==> config.mk <==
export PLATFORM = sky130hd
export DESIGN_NAME = writeback_queue
export DESIGN_NICKNAME = d
export VERILOG_FILES = /design/src/rtl/writeback_queue.sv
export SDC_FILE = /design/constraint.sdc
export NUM_CORES = 1
export LEC_CHECK = 0
export ABC_AREA = 1
export ABC_CLOCK_PERIOD_IN_PS = 3240
export CAP_MARGIN = 5
export CORE_ASPECT_RATIO = 0.5
export CORE_MARGIN = 2
export CORE_UTILIZATION = 30
export DETAILED_ROUTE_END_ITERATION = 12
export REMOVE_ABC_BUFFERS = 1
export SLEW_MARGIN = 10
export SYNTH_ARGS = -nofsm -noshare
export SYNTH_HDL_FRONTEND = slang
export SYNTH_SLANG_ARGS = --single-unit
export TNS_END_PERCENT = 100
==> constraint.sdc <==
create_clock -name clk -period 3.24 [get_ports clk]
set_clock_uncertainty 0.2 [all_clocks]
set_input_delay 0.324 -clock clk [delete_from_list [all_inputs] [get_ports clk]]
set_output_delay 0.324 -clock clk [all_outputs]
set_load 0.01 [all_outputs]
==> src/rtl/writeback_queue.sv <==
// writeback_queue: in-order load-result FIFO between memory writeback and the register-file write port.
// Optional WRITEBACK_QUEUE_BYPASS_EN adds a zero-latency pass-through when the queue is empty.
module writeback_queue #(
    parameter int DATABITWIDTH    = 16,
    parameter int REGADDRBITWIDTH = 4,
    parameter int DEPTH           = 4
) (
    input  logic                        clk,
    input  logic                        sync_rst,
    input  logic                        clk_en,
    output logic                        Writeback_REQ,
    input  logic                        Writeback_ACK,
    input  logic [REGADDRBITWIDTH-1:0]  DestRegisterIn,
    input  logic [DATABITWIDTH-1:0]     DataIn,
    input  logic                        RegWrite_REQ,
    output logic                        RegWrite_ACK,
    output logic [REGADDRBITWIDTH-1:0]  DestRegisterOut,
    output logic [DATABITWIDTH-1:0]     DataOut,
    input  logic [REGADDRBITWIDTH-1:0]  QueryReg,
    output logic                        QueryPending,
    output logic [$clog2(DEPTH):0]      Occupancy
);
    localparam int PW = $clog2(DEPTH);
    localparam int CW = PW + 1;

    logic [REGADDRBITWIDTH-1:0] destMem [DEPTH];
    logic [DATABITWIDTH-1:0]    dataMem [DEPTH];
    logic [PW-1:0]              wrPtr, rdPtr;
    logic [CW-1:0]              count;
    logic                       empty, push, pop, enq, deq;

    assign empty         = count == '0;
    assign Writeback_REQ = (count != CW'(DEPTH)) && clk_en && !sync_rst;
    assign push          = Writeback_REQ && Writeback_ACK;
    assign pop           = RegWrite_ACK && RegWrite_REQ;
    assign Occupancy     = count;

`ifdef WRITEBACK_QUEUE_BYPASS_EN
    // An empty queue forwards the incoming result straight to the write port.
    assign RegWrite_ACK    = empty ? Writeback_ACK && clk_en : clk_en && !sync_rst;
    assign DestRegisterOut = empty ? (Writeback_ACK ? DestRegisterIn : '0) : destMem[rdPtr];
    assign DataOut         = empty ? (Writeback_ACK ? DataIn : '0) : dataMem[rdPtr];
    assign enq             = push && !(empty && pop);
    assign deq             = pop && !empty;
`else
    assign RegWrite_ACK    = !empty && clk_en && !sync_rst;
    assign DestRegisterOut = empty ? '0 : destMem[rdPtr];
    assign DataOut         = empty ? '0 : dataMem[rdPtr];
    assign enq             = push;
    assign deq             = pop;
`endif

    always_comb begin
        QueryPending = 1'b0;
        for (int i = 0; i < DEPTH; i++)
            if (CW'(i) < count && destMem[rdPtr + PW'(i)] == QueryReg) QueryPending = 1'b1;
`ifdef WRITEBACK_QUEUE_BYPASS_EN
        if (Writeback_ACK && DestRegisterIn == QueryReg) QueryPending = 1'b1;
`endif
    end

    always_ff @(posedge clk) begin
        if (enq) begin
            destMem[wrPtr] <= DestRegisterIn;
            dataMem[wrPtr] <= DataIn;
        end
    end

    always_ff @(posedge clk) begin
        if (sync_rst) begin
            wrPtr <= '0;
            rdPtr <= '0;
            count <= '0;
        end else if (clk_en) begin
            if (enq) wrPtr <= wrPtr + 1'b1;
            if (deq) rdPtr <= rdPtr + 1'b1;
            count <= count + CW'(enq) - CW'(deq);
        end
    end
endmodule
==> impl_metrics.json <==
{
  "met2_usage_pct": 24.5,
  "clockPowerShare_pct": 39.8,
  "relSlewSlack_pct": 73.1,
  "ys_types": 25,
  "dieArea_um2": 15300,
  "diodes": 0,
  "final_area_um2": 5390,
  "cts_sinks": 89,
  "swShare_pct": 23.6,
  "ys_ff_latch": 89,
  "cts_buffers": 9,
  "crit_required_ns": 2.72,
  "critPathCaptureType": "output pin",
  "leakage_nw": 2.10,
  "row_count": 30,
  "fin_crit_ns": 2.92,
  "hp-class": "reg -> reg",
  "gr-usage-met1_pct": 14.8,
  "die_w_um": 173,
  "io_buffers": 54,
  "cap_viol_max_count": 0,
  "clock_latency_ns": 0.33,
  "synth_top_cell_by_area": "edfxtp_1",
  "ys_warn_count": 0,
  "grt_usage_pct": 12.9,
  "finalSetupViolations": 0,
  "ff2ff_path_depth": 10,
  "power.density_nw_per_um2": 517,
  "final-hold-violation-count": 0,
  "cp-start-kind": "flip-flop",
  "htree_levels": 3,
  "grt_max_degree": 27,
  "coreArea_um2": 13700,
  "comb_power_share_pct": 14.1,
  "hp-start": "wrPtr[1]",
  "cts_setup_buffers": 0,
  "synthCells": 466,
  "seq_area_frac_synth_pct": 60.4,
  "total_power_mw": 2.79,
  "overflow": 0,
  "whs_ns": 0.336,
  "clk_path_buf_depth": 2,
  "synth_top_area_share_pct": 56.2,
  "reg2reg_to": "Occupancy[2]",
  "r2r_slack_ns": 0.83,
  "holdBufCountCts": 0,
  "setup_tns_ns": 0,
  "finalMaxSlewViolations": 0,
  "ctsResizeCount": 0,
  "wl_per_cell_um": 13.2,
  "synth_area_leaders": "edfxtp_1, nand2_1, nor2_1, o21ai_0, dfxtp_1",
  "seqPwrFrac_pct": 46.1,
  "drt_wl_total_um": 9520,
  "syn_avg_cell_area_um2": 9.17,
  "routed_via_density": 4.51,
  "syn_to_final_growth_pct": 26.0,
  "nNetsFinal": 562,
  "critPathKind": "reg -> out",
  "gp_congestion": 0.763,
  "worstHoldPathCells": 2,
  "drt_first_pass_iters": 4,
  "start_util_pct": 31.1,
  "fmax_mhz": 343,
  "top_usage_layer": "met2",
  "layout-drive-gt1-share_pct": 7.94,
  "hold_end": "wrPtr[1]",
  "first_global_vias": 3142,
  "max-vdd-ir-drop_v": 0.000251,
  "placed_area_um2": 5060,
  "root_buffer": "clkbuf_16",
  "antenna_found_initial": 0,
  "dp_hpwl_um": 6300,
  "cts_tree": "done",
  "path_max_fanout": 19,
  "p_switching_mw": 0.658,
  "rsz0062_at_grt": "false",
  "fin_crit_sh_pct": 90.1,
  "worstReg2RegStart": "Occupancy[0]",
  "status": "finished clean",
  "use_met3_pct": 3.01,
  "p_int_mw": 2.13,
  "dieHeight_um": 88.4,
  "vias": 3249,
  "worstMarginPinSlew_ns": 0.403,
  "ant_nets": 0,
  "drtIter0Drc": 159,
  "cp.arrival_ns": 2.39,
  "netlist_area_um2": 4280,
  "drt_drc_violations_left": 0,
  "grt_pass1_wl_um": 15300,
  "boundaryPins": 55,
  "path_clk_slew_ns": 0.06
}
layout make-up:
cell class              instances  area, um^2
clock buffers                   9         225
clock inverters                 7         101
fillers                      1350        8350
inverters                      29         109
multi-input cells             329        1500
flip-flops and latches         89        2580
well taps                     192         240
repair buffers                 66         631
routing by layer:
layer | part of all wire (%) | up-vias
met1 | 46 | 1537
met5 | 0 | -
met2 | 51 | 45
met4 | 0.82 | 0
met3 | 2.7 | 6
li1 | - | 1661
cell families after synthesis:
logic type	synth area share (%)
buffers and inverters	4.89
flip-flops	60.4
AND/OR/NAND/NOR	23.0
AO/OA/AOI/OAI	8.49
adder cells (fa/ha/maj)	2.81
XOR/XNOR	0.410
worst max-delay path, stage by stage, from the launching register on:
cell and delay (ns):
dfxtp_1 0.33, buf_4 0.19, inv_2 0.27, nand2_1 0.09, nand3_1 0.08, nand2_1 0.11
a21oi_1 0.14, nand3_1 0.09, nor2_1 0.11, nor2_1 0.06, nand2_1 0.06, clkdlybuf4s50_1 0.53
stage by stage:
step	util, %	std cells	worst slack (ns)
after floorplan	-	447	-0.152
after global placement	36.8	705	0.510
after detailed placement	36.8	705	0.412
after CTS	39.2	721	0.281
after global routing	39.2	721	0.0988
final	39.2	721	0.321
synthesized netlist by cell type, drive strengths merged:
cell,n
edfxtp,80
nand2,139
nand3,24
xnor2,1
o21ai,41
nor3,2
a21oi,26
dfxtp,9
clkbuf,6
ha,8
fa,1
o211ai,2
buf,13
nor2,83
inv,29
a211oi,1
xor2,1
how the worst max path moves through the flow:
stage / from / endpoint / depth (start not counted)
floorplan: Occupancy[0] / Occupancy[2] / 11
global placement: clk_en / Occupancy[2] / 11
detailed placement: clk_en / Occupancy[2] / 11
CTS: flip-flop / QueryPending / 11
global route: flip-flop / QueryPending / 11
finish: flip-flop / QueryPending / 11
flip-flops by register name, indices dropped and copies added (netlist names), named ones only:
register / cells
rdPtr: 2
wrPtr: 2
destMem: 16
dataMem: 64
Occupancy: 3
placed cells by master (no fill, tap or decap):
| master | count |
|---|---|
| xnor2_1 | 1 |
| edfxtp_1 | 80 |
| nor2_2 | 4 |
| clkinv_4 | 2 |
| clkbuf_16 | 9 |
| nor3_2 | 2 |
| clkdlybuf4s50_1 | 54 |
| fa_1 | 1 |
| nor2_1 | 79 |
| inv_2 | 4 |
| ha_1 | 8 |
| o21ai_0 | 37 |
| a21oi_1 | 26 |
| inv_6 | 1 |
| inv_8 | 1 |
| xor2_1 | 1 |
| bufinv_16 | 2 |
| a211oi_2 | 1 |
| nand2_2 | 3 |
| nand3_1 | 24 |
| o21ai_1 | 4 |
| nand2_1 | 135 |
| clkinv_1 | 1 |
| buf_4 | 12 |
| dfxtp_1 | 9 |
| o211ai_1 | 2 |
| inv_1 | 25 |
| nand2_4 | 1 |
power groups by stage:
stage / sequential, mW / clock, mW / combinational (mW)
3_3_place_gp: 1.31 / 0 / 0.394
5_1_grt: 1.29 / 1.18 / 0.439
2_1_floorplan: 1.32 / 0 / 0.186
4_1_cts: 1.28 / 1.14 / 0.398
3_5_place_dp: 1.31 / 0 / 0.396
6_report: 1.28 / 1.11 / 0.394
Power figures use the tool's default switching activity.
